<file path="config.mk">
export PLATFORM = sky130hd
export DESIGN_NAME = mac_vec_sat
export DESIGN_NICKNAME = d
export VERILOG_FILES = /design/src/rtl/mac_vec_sat.sv
export SDC_FILE = /design/constraint.sdc
export NUM_CORES = 2
export LEC_CHECK = 0
export ABC_CLOCK_PERIOD_IN_PS = 8200
export CAP_MARGIN = 20
export CORE_MARGIN = 3
export CORE_UTILIZATION = 35
export DETAILED_ROUTE_END_ITERATION = 12
export MAX_ROUTING_LAYER = met4
export PLACE_DENSITY = 0.49
export SYNTH_ARGS = -nofsm -noshare
export SYNTH_HDL_FRONTEND = slang
export SYNTH_SLANG_ARGS = --single-unit
</file>
<file path="constraint.sdc">
create_clock -name clk -period 8.2 [get_ports clk]
set_input_delay 2.46 -clock clk [delete_from_list [all_inputs] [get_ports clk]]
set_output_delay 2.46 -clock clk [all_outputs]
set_load 0.005 [all_outputs]
</file>
<file path="src/rtl/mac_vec_sat.sv">
// N-lane signed multiply-accumulate engine; one dot-product term per lane per accepted beat.
// Latency: last beat accepted at edge T -> out_valid after edge T+2 (operand reg, product reg, accumulate).
// Backpressure: in_ready drops from the last accept until the result vector is taken on out_valid/out_ready.
module mac_vec_sat #(
    parameter int LANES     = 4,
    parameter int A_W       = 8,
    parameter int B_W       = 8,
    parameter int ACC_W     = 32,
    parameter int SAT_MODE  = 1,
    parameter int ZERO_SKIP = 1
) (
    input  logic                   clk,
    input  logic                   rst_n,
    input  logic                   clr,
    input  logic                   in_valid,
    output logic                   in_ready,
    input  logic                   in_last,
    input  logic [LANES*A_W-1:0]   a,
    input  logic [LANES*B_W-1:0]   b,
    output logic                   out_valid,
    input  logic                   out_ready,
    output logic [LANES*ACC_W-1:0] out_acc,
    output logic [LANES-1:0]       out_sat
);

    localparam int P_W = A_W + B_W;
    localparam logic [ACC_W-1:0] ACC_MAX = {1'b0, {(ACC_W-1){1'b1}}};
    localparam logic [ACC_W-1:0] ACC_MIN = {1'b1, {(ACC_W-1){1'b0}}};

    if (ACC_W < A_W + B_W + 1) begin : g_width_check
        $error("mac_vec_sat: ACC_W must be at least A_W+B_W+1");
    end

    typedef enum logic [1:0] {ACCUM, FLUSH, HOLD} state_t;

    state_t               state;
    logic                 accept;
    logic                 s0_vld, s0_last;
    logic [LANES*A_W-1:0] s0_a;
    logic [LANES*B_W-1:0] s0_b;
    logic                 s1_vld, s1_last;

    assign in_ready = (state == ACCUM);
    assign accept   = in_valid & in_ready;

    // Operands are only captured on accept so idle X inputs never reach the multipliers.
    always_ff @(posedge clk) begin
        if (!rst_n || clr) begin
            s0_vld  <= 1'b0;
            s0_last <= 1'b0;
            s0_a    <= '0;
            s0_b    <= '0;
        end else begin
            s0_vld  <= accept;
            s0_last <= accept & in_last;
            if (accept) begin
                s0_a <= a;
                s0_b <= b;
            end
        end
    end

    always_ff @(posedge clk) begin
        if (!rst_n || clr) begin
            s1_vld  <= 1'b0;
            s1_last <= 1'b0;
        end else begin
            s1_vld  <= s0_vld;
            s1_last <= s0_last;
        end
    end

    for (genvar i = 0; i < LANES; i++) begin : g_lane
        logic signed [A_W-1:0] op_a;
        logic signed [B_W-1:0] op_b;
        logic signed [P_W-1:0] prod;
        logic                  skip;
        logic [P_W-1:0]        prod_q;
        logic                  skip_q;
        logic [ACC_W:0]        term, sum;
        logic                  ovf;
        logic [ACC_W-1:0]      acc_q, acc_nxt, res_q;
        logic                  sat_q, res_sat_q;

        assign op_a = s0_a[i*A_W +: A_W];
        assign op_b = s0_b[i*B_W +: B_W];
        assign prod = P_W'(op_a) * P_W'(op_b);
        assign skip = (ZERO_SKIP != 0) && ((op_a == '0) || (op_b == '0));

        // A skipped lane leaves its product register untouched; S2 substitutes zero.
        always_ff @(posedge clk) begin
            if (!rst_n || clr) begin
                prod_q <= '0;
                skip_q <= 1'b0;
            end else if (s0_vld) begin
                skip_q <= skip;
                if (!skip) begin
                    prod_q <= prod;
                end
            end
        end

        assign term = skip_q ? '0 : {{(ACC_W+1-P_W){prod_q[P_W-1]}}, prod_q};
        assign sum  = {acc_q[ACC_W-1], acc_q} + term;
        assign ovf  = sum[ACC_W] ^ sum[ACC_W-1];

        always_comb begin
            acc_nxt = sum[ACC_W-1:0];
            if (ovf && (SAT_MODE != 0)) begin
                acc_nxt = sum[ACC_W] ? ACC_MIN : ACC_MAX;
            end
        end

        always_ff @(posedge clk) begin
            if (!rst_n || clr) begin
                acc_q     <= '0;
                sat_q     <= 1'b0;
                res_q     <= '0;
                res_sat_q <= 1'b0;
            end else if (s1_vld) begin
                if (s1_last) begin
                    res_q     <= acc_nxt;
                    res_sat_q <= sat_q | ovf;
                    acc_q     <= '0;
                    sat_q     <= 1'b0;
                end else begin
                    acc_q     <= acc_nxt;
                    sat_q     <= sat_q | ovf;
                end
            end
        end

        assign out_acc[i*ACC_W +: ACC_W] = res_q;
        assign out_sat[i]                = res_sat_q;
    end

    always_ff @(posedge clk) begin
        if (!rst_n || clr) begin
            state     <= ACCUM;
            out_valid <= 1'b0;
        end else begin
            case (state)
                ACCUM: begin
                    if (accept && in_last) begin
                        state <= FLUSH;
                    end
                end
                FLUSH: begin
                    if (s1_vld && s1_last) begin
                        state     <= HOLD;
                        out_valid <= 1'b1;
                    end
                end
                HOLD: begin
                    if (out_ready) begin
                        state     <= ACCUM;
                        out_valid <= 1'b0;
                    end
                end
                default: begin
                    state     <= ACCUM;
                    out_valid <= 1'b0;
                end
            endcase
        end
    end

    a_operands_known: assert property (@(posedge clk) disable iff (!rst_n)
        accept |-> !$isunknown({a, b}));

endmodule
</file>
* After elaboration in Yosys (flattened, before gate mapping)
Index checks and enable logic that the tools add are counted.
** Storage, ports and cells
- Bits in registers :: 403
- Input port bits :: 70
- Output and inout bits :: 134
- Logic and storage cells :: 111
** Operators by class
- Add/sub/neg operators :: 4
- Multiply operators :: 4
- Equal/unequal tests :: 5
- Muxes and demuxes :: 27
- Bitwise gates (word level) :: 15
- Reduce and logical (&&, ||, !) cells :: 24
** Operator list (count)
- 32-bit two-way mux :: 12
- 33-bit adder :: 4
- 33-bit two-way mux :: 4
- 8-bit zero test :: 8
- 8-bit by 8-bit multiplier with 16-bit output :: 4
- 2-bit AND reduction :: 5
- 1-bit two-way mux :: 6
- 2-bit two-way mux :: 3
- 2-bit case mux with 3 select lines :: 1
- 3-bit AND reduction :: 2
- 1-bit logical OR :: 5
- 1-bit NOT :: 5
- 2-bit inequality test (second input constant) :: 2
- 1-bit bitwise OR :: 4
- 1-bit XOR :: 4
- 1-bit case mux with 3 select lines :: 1
- 1-bit AND :: 2
- 2-bit by 1-bit == test with 1-bit output (second input constant) :: 1
- 2-bit == test (second input constant) :: 1
- 1-bit logical AND :: 2
- 2-bit zero test :: 1
- 2-bit by 1-bit inequality test with 1-bit output (second input constant) :: 1
- 1-bit zero test :: 1

* Depth between registers and ports, before layout
- Depth after elaboration :: 5
- Depth in mapped cells :: 22

* Least setup slack after synthesis
No wires, ideal clock.
- Kind :: register to register
- Start :: register s0_a[29]
- End :: register g_lane[3].prod_q[14]
- Arrival time :: 4.330 ns
- Required time :: 8.080 ns
- Slack :: 3.750 ns
- Cell stages (with the launch flop) :: 20
- Buffers on the path :: 1
- Period minus slack after synthesis :: 4.450 ns
- Path through :: dfxtp_1 clkbuf_1 and2_1 fa_1 inv_1 fa_1 inv_1 fa_1 inv_1 fa_1 inv_1 ha_1 a21oi_1 o21bai_1 a21oi_1 nor2b_1 o21a_1 o31ai_1 nor4_1 a211o_1
** On the way
- Word-level cells in the longest chain between the ends :: 4
- Elaborated cells on any way between the ends :: 5
- Classes of those cells :: mul (1); bitwise (1); reduce/logical (3)
** Ends and longest elaborated chain
- from (decl) :: RTL line 39 : logic [LANES*A_W-1:0] s0_a;
- from (signal assigned) :: RTL line 51 : s0_a <= '0;
- from (signal assigned) :: RTL line 57 : s0_a <= a;
- branches (longest 4 deep; another with 8-bit by 8-bit multiplier with 16-bit output)
- to (signal assigned) :: RTL line 98 : prod_q <= prod;
- to (decl) :: RTL line 78 : logic [P_W-1:0] prod_q;
Several ways; the timed one is not identified.
A chain may end at the register's enable or synchronous reset.

* Final worst setup path
- Start :: input clr
- End :: register g_lane[0].acc_q[9]
** On the way
- Word-level cells in the longest chain between the ends :: 1
** Ends and longest elaborated chain
- from (decl) :: RTL line 14 : input logic clr,
- 1-bit logical OR :: RTL line 115 : if (!rst_n || clr) begin
- to (signal assigned) :: RTL line 127 : acc_q <= acc_nxt;
- to (decl) :: RTL line 82 : logic [ACC_W-1:0] acc_q, acc_nxt, res_q;
Every way passes these cells.

==> results summary <==
The flow ran to the end, and the final reports show no timing, DRC or antenna violations. The number of synthesis warnings came out at 0. The wire length reported by the detailed router came out at 88.38 mm. In this run, distinct cell masters in the synthesized netlist total 83. The flop and latch count out of synthesis is 403. The leakage power figure is 16.17 nW. The shortest period the worst path allows is 4.867 ns. Data arrives at the worst endpoint at 5.39 ns.

The final instance count without filler cells is 5110. Setup violations remaining at the end of the flow were counted as 0. The sequential power share is 42.7%. The worst-case vdd ir drop came out at 0.1252 mV. Based on the critical path, the design can be clocked at up to 205.5 MHz. The maximum number of buffers from clock root to sink came out at 3. The critical path is of the input port to flip-flop type. The pre-antenna-repair detailed-routing pass consisted of 7 iterations. The clock net in this run drives a total of 403 sinks. The count of max-cap constraint violations came out at 0.

After clock tree synthesis, the repair step resized 0 gates. The wire length of the first global-routing pass came out at 143.8 mm. The sequential-to-total area share from yosys stat is 25.36%. The delay of the slowest critical-path stage came out at 0.73 ns. The clock group share of total power is 52.3%. The number of top-level design ports is 204. The type of element capturing the critical path is a flip-flop. The horizontal extent of the die came out at 307.5 µm. The share of the cycle needed by the critical path after routing came out at 59.35%. The fraction of registers with async set or reset after synthesis is 0%. The via count of the first global-routing pass came to 25540. In the final design database the tool counted 4439 nets. The final total negative setup slack is 0 ns.

For this design, the slowest cell found on the critical path is sky130_fd_sc_hd__nor3_2. The number of enable-type register cells in the synthesized netlist came out at 0. The post-synthesis cell area came out at 31810 µm². The internal power of the cells totals 0.003572 W. The clock network latency to the later pin of the worst-skew pair is 0.62 ns.

The share of post-route cells with drive strength above 1 came out at 3.985%. The vertical die dimension is 307.5 µm. Dividing total power by cell area gives a power density of 128.8 nW/µm². Of all nets on the critical path, the largest fanout is 52. The CTS tree is done. Setup repair after global routing left no endpoint under its margin. The wire-length estimate of the detail-placed layout is 65.86 mm. The count of final hold-check violations is 0. The area of the core came out at 89190 µm². The net count of the mapped netlist is 4392. The first-iteration detailed-routing DRC count is 1530. The pin count of the biggest net entering global routing came out at 89. Global routing finished with a remaining overflow of 0. The number of I/O port buffers came out at 203. In this run the tightest slew margin relative to its limit is 28.77%.

The number of buffers inserted during clock tree synthesis is 50. The path class of the tightest hold or removal check is flip-flop to flip-flop. The cell count after synthesis is 3854. Traced cell by cell, the critical path runs through clkdlybuf4s50_1 -> nand2b_4 -> nor3_2 -> buf_6 -> and2_1 -> buf_4 -> a21oi_1 -> o21ai_0. Relative to the synthesized area, the layout overhead comes to 14.41%. The total routing resource utilization after global routing came out at 19.17%. The total DRC errors in the routed layout is 0. The nature of the critical path startpoint is an input port.

Clock skew on the completed layout was measured at 0.02033 ns. The number of nets still failing antenna checks after routing came out at 0. For this run, the leading register cell type out of synthesis is sky130_fd_sc_hd__dfxtp_1. Net switching is 23.81% of the power.

The overall power of the completed layout is 0.004689 W. The number of vias after detailed routing is 26195. The number of levels in the clock H-tree came out at 2.

The number of vias per cell is 5.126. The max-slew violation total from the final report is 0. The number of cells after detailed placement is 5012. The global placer's final weighted congestion came out at 0.8592. The number of hold-repair buffers added at the cts stage came out at 0.

Once routing completed, OpenROAD measured the worst setup slack at 3.333 ns. The area enclosed by the die boundary is 94540 µm². The floorplan has 109 rows. The initial cell density of the core came out at 35.66%. The net load switching power came out at 0.001117 W. The initial antenna violation count is 0.

The combinational share of power is 5.0%. The post-detailed-route wirelength per cell came out at 17.29 µm. The pin slew with the least headroom to its limit is 1.069 ns. The clock transition time at the flip-flop clock pins of the worst setup and hold paths came out at 0.06 ns. The mean post-synth cell area came out at 8.254 µm².

The post-CTS setup buffer count came out at 0. The required time at the worst-slack endpoint is 8.72 ns. The pre-CTS setup slack came out at 2.671 ns. The root buffer cell chosen for the clock tree is sky130_fd_sc_hd__clkbuf_16.
==> metal layers <==
layer,up-vias,global-route usage (%),share of wire [%]
met2,395,28.62,43
li1,13218,-,-
met4,0,3.654,1.5
met5,-,-,0
met1,12495,28.02,52
met3,87,2.242,3.6
==> layout by cell type, fill, tap and decap left out, types with 51 or more instances in the layout <==
cell                              count
sky130_fd_sc_hd__and2_1             182
sky130_fd_sc_hd__inv_1              367
sky130_fd_sc_hd__clkbuf_16           51
sky130_fd_sc_hd__fa_1               224
sky130_fd_sc_hd__ha_1               244
sky130_fd_sc_hd__xnor2_1            112
sky130_fd_sc_hd__a21o_1              63
sky130_fd_sc_hd__a21oi_1            377
sky130_fd_sc_hd__nor2b_1            107
sky130_fd_sc_hd__clkdlybuf4s50_1    203
sky130_fd_sc_hd__dfxtp_1            403
sky130_fd_sc_hd__nand2_1            401
sky130_fd_sc_hd__nor2_1             237
sky130_fd_sc_hd__o21ai_0            224
sky130_fd_sc_hd__a221o_1             80
==> worst paths after layout <==
| check | startpoint | end | slack [ns] | depth (start not counted) |
|---|---|---|---|---|
| setup / recovery | clr | g_lane[0].acc_q[9] | 3.33 | 8 |
| hold reg to reg | s0_last | s1_last | 0.42 | 1 |
| hold / removal | s0_last | s1_last | 0.42 | 1 |
| setup reg to reg | s0_a[15] | g_lane[1].prod_q[15] | 3.38 | 18 |
==> critical path, delay by kind of cell <==
family / cells / cell delay [ns]
AOI/OAI and AO/OA: 2 / 0.17
buffers and inverters: 3 / 1.08
and+or+nand+nor: 3 / 1.64
==> registers in the layout (all words and copies together), names as in the netlist <==
| register | flops |
|---|---|
| g_lane.acc_q | 128 |
| g_lane.res_q | 128 |
| g_lane.prod_q | 64 |
| s0_a | 32 |
| s0_b | 32 |
| g_lane.res_sat_q | 4 |
| g_lane.sat_q | 4 |
| g_lane.skip_q | 4 |
| state | 2 |
| out_valid | 1 |
| s0_last | 1 |
| s0_vld | 1 |
| s1_last | 1 |
| s1_vld | 1 |
==> per-stage QoR <==
stage	hold slack [ns]	cell area (µm²)	util (%)
floorplan	0.4057	31810	-
global placement	0.4124	34520	38.71
detailed placement	0.4097	34540	38.72
CTS	0.4240	36360	40.76
global route	0.4410	36380	40.79
finish	0.4232	36390	40.80
==> synthesized netlist by cell type (8+ instances only) <==
| cell | count | share of area (%) |
|---|---|---|
| sky130_fd_sc_hd__dfxtp_1 | 403 | 25 |
| sky130_fd_sc_hd__nand2_1 | 403 | 4.8 |
| sky130_fd_sc_hd__a21oi_1 | 377 | 5.9 |
| sky130_fd_sc_hd__inv_1 | 367 | 4.3 |
| sky130_fd_sc_hd__ha_1 | 244 | 9.6 |
| sky130_fd_sc_hd__nor2_1 | 239 | 2.8 |
| sky130_fd_sc_hd__fa_1 | 224 | 14 |
| sky130_fd_sc_hd__o21ai_0 | 224 | 3.5 |
| sky130_fd_sc_hd__and2_1 | 184 | 3.6 |
| sky130_fd_sc_hd__clkbuf_1 | 173 | 2.0 |
| sky130_fd_sc_hd__xnor2_1 | 112 | 3.1 |
| sky130_fd_sc_hd__nor2b_1 | 108 | 2.1 |
| sky130_fd_sc_hd__a221o_1 | 80 | 2.5 |
| sky130_fd_sc_hd__a21o_1 | 63 | 1.5 |
| sky130_fd_sc_hd__nand3_1 | 45 | 0.71 |
| sky130_fd_sc_hd__xor2_1 | 42 | 1.2 |
| sky130_fd_sc_hd__nand2b_1 | 39 | 0.77 |
| sky130_fd_sc_hd__nor3_1 | 38 | 0.60 |
| sky130_fd_sc_hd__buf_2 | 33 | 0.52 |
| sky130_fd_sc_hd__o21a_1 | 33 | 0.78 |
| sky130_fd_sc_hd__o211ai_1 | 30 | 0.71 |
| sky130_fd_sc_hd__mux2i_1 | 29 | 0.91 |
| sky130_fd_sc_hd__a31oi_1 | 27 | 0.53 |
| sky130_fd_sc_hd__a211oi_1 | 25 | 0.59 |
| sky130_fd_sc_hd__and3_1 | 24 | 0.47 |
| sky130_fd_sc_hd__nor4_1 | 24 | 0.47 |
| sky130_fd_sc_hd__nand4_1 | 23 | 0.45 |
| sky130_fd_sc_hd__o21ai_1 | 21 | 0.33 |
| sky130_fd_sc_hd__o21bai_1 | 21 | 0.50 |
| sky130_fd_sc_hd__buf_1 | 14 | 0.17 |
| sky130_fd_sc_hd__a21boi_0 | 13 | 0.31 |
| sky130_fd_sc_hd__o31ai_1 | 12 | 0.28 |
| sky130_fd_sc_hd__or2_2 | 9 | 0.18 |
| sky130_fd_sc_hd__a2111oi_0 | 8 | 0.22 |
| sky130_fd_sc_hd__and4_1 | 8 | 0.22 |
==> power by group through the flow <==
stage | logic [W] | clock network, W | registers [W]
final | 0.000233 | 0.00245 | 0.00200
after global routing | 0.000266 | 0.00261 | 0.00201
after CTS | 0.000237 | 0.00253 | 0.00200
after detailed placement | 0.000236 | 0 | 0.00205
after global placement | 0.000235 | 0 | 0.00205
after floorplan | 0.000166 | 0 | 0.00202
==> cell families (layout without fill, tap and decap cells) <==
family / after synthesis / count (layout) / share of synthesized area (%)
AND/OR/NAND/NOR: 1168 / 1168 / 17.76
AO/OA/AOI/OAI: 1023 / 1023 / 20.27
buffers and inverters: 602 / 688 / 7.509
adder cells (fa/ha/maj): 468 / 468 / 23.70
flip-flops: 403 / 403 / 25.36
XOR/XNOR: 154 / 154 / 4.240
multiplexers: 36 / 36 / 1.172
other: 0 / 5 / 0
==> final cells by class <==
class	instances	area (µm²)
fillers	9161	52800
multi-input cells	2849	21410
flip-flops and latches	403	8068
repair buffers	229	2238
well taps	1165	1458
clock buffers	64	1425
inverters	368	1381
clock inverters	27	396.6
diodes	5	12.51
(Power assumes the default switching activity.)
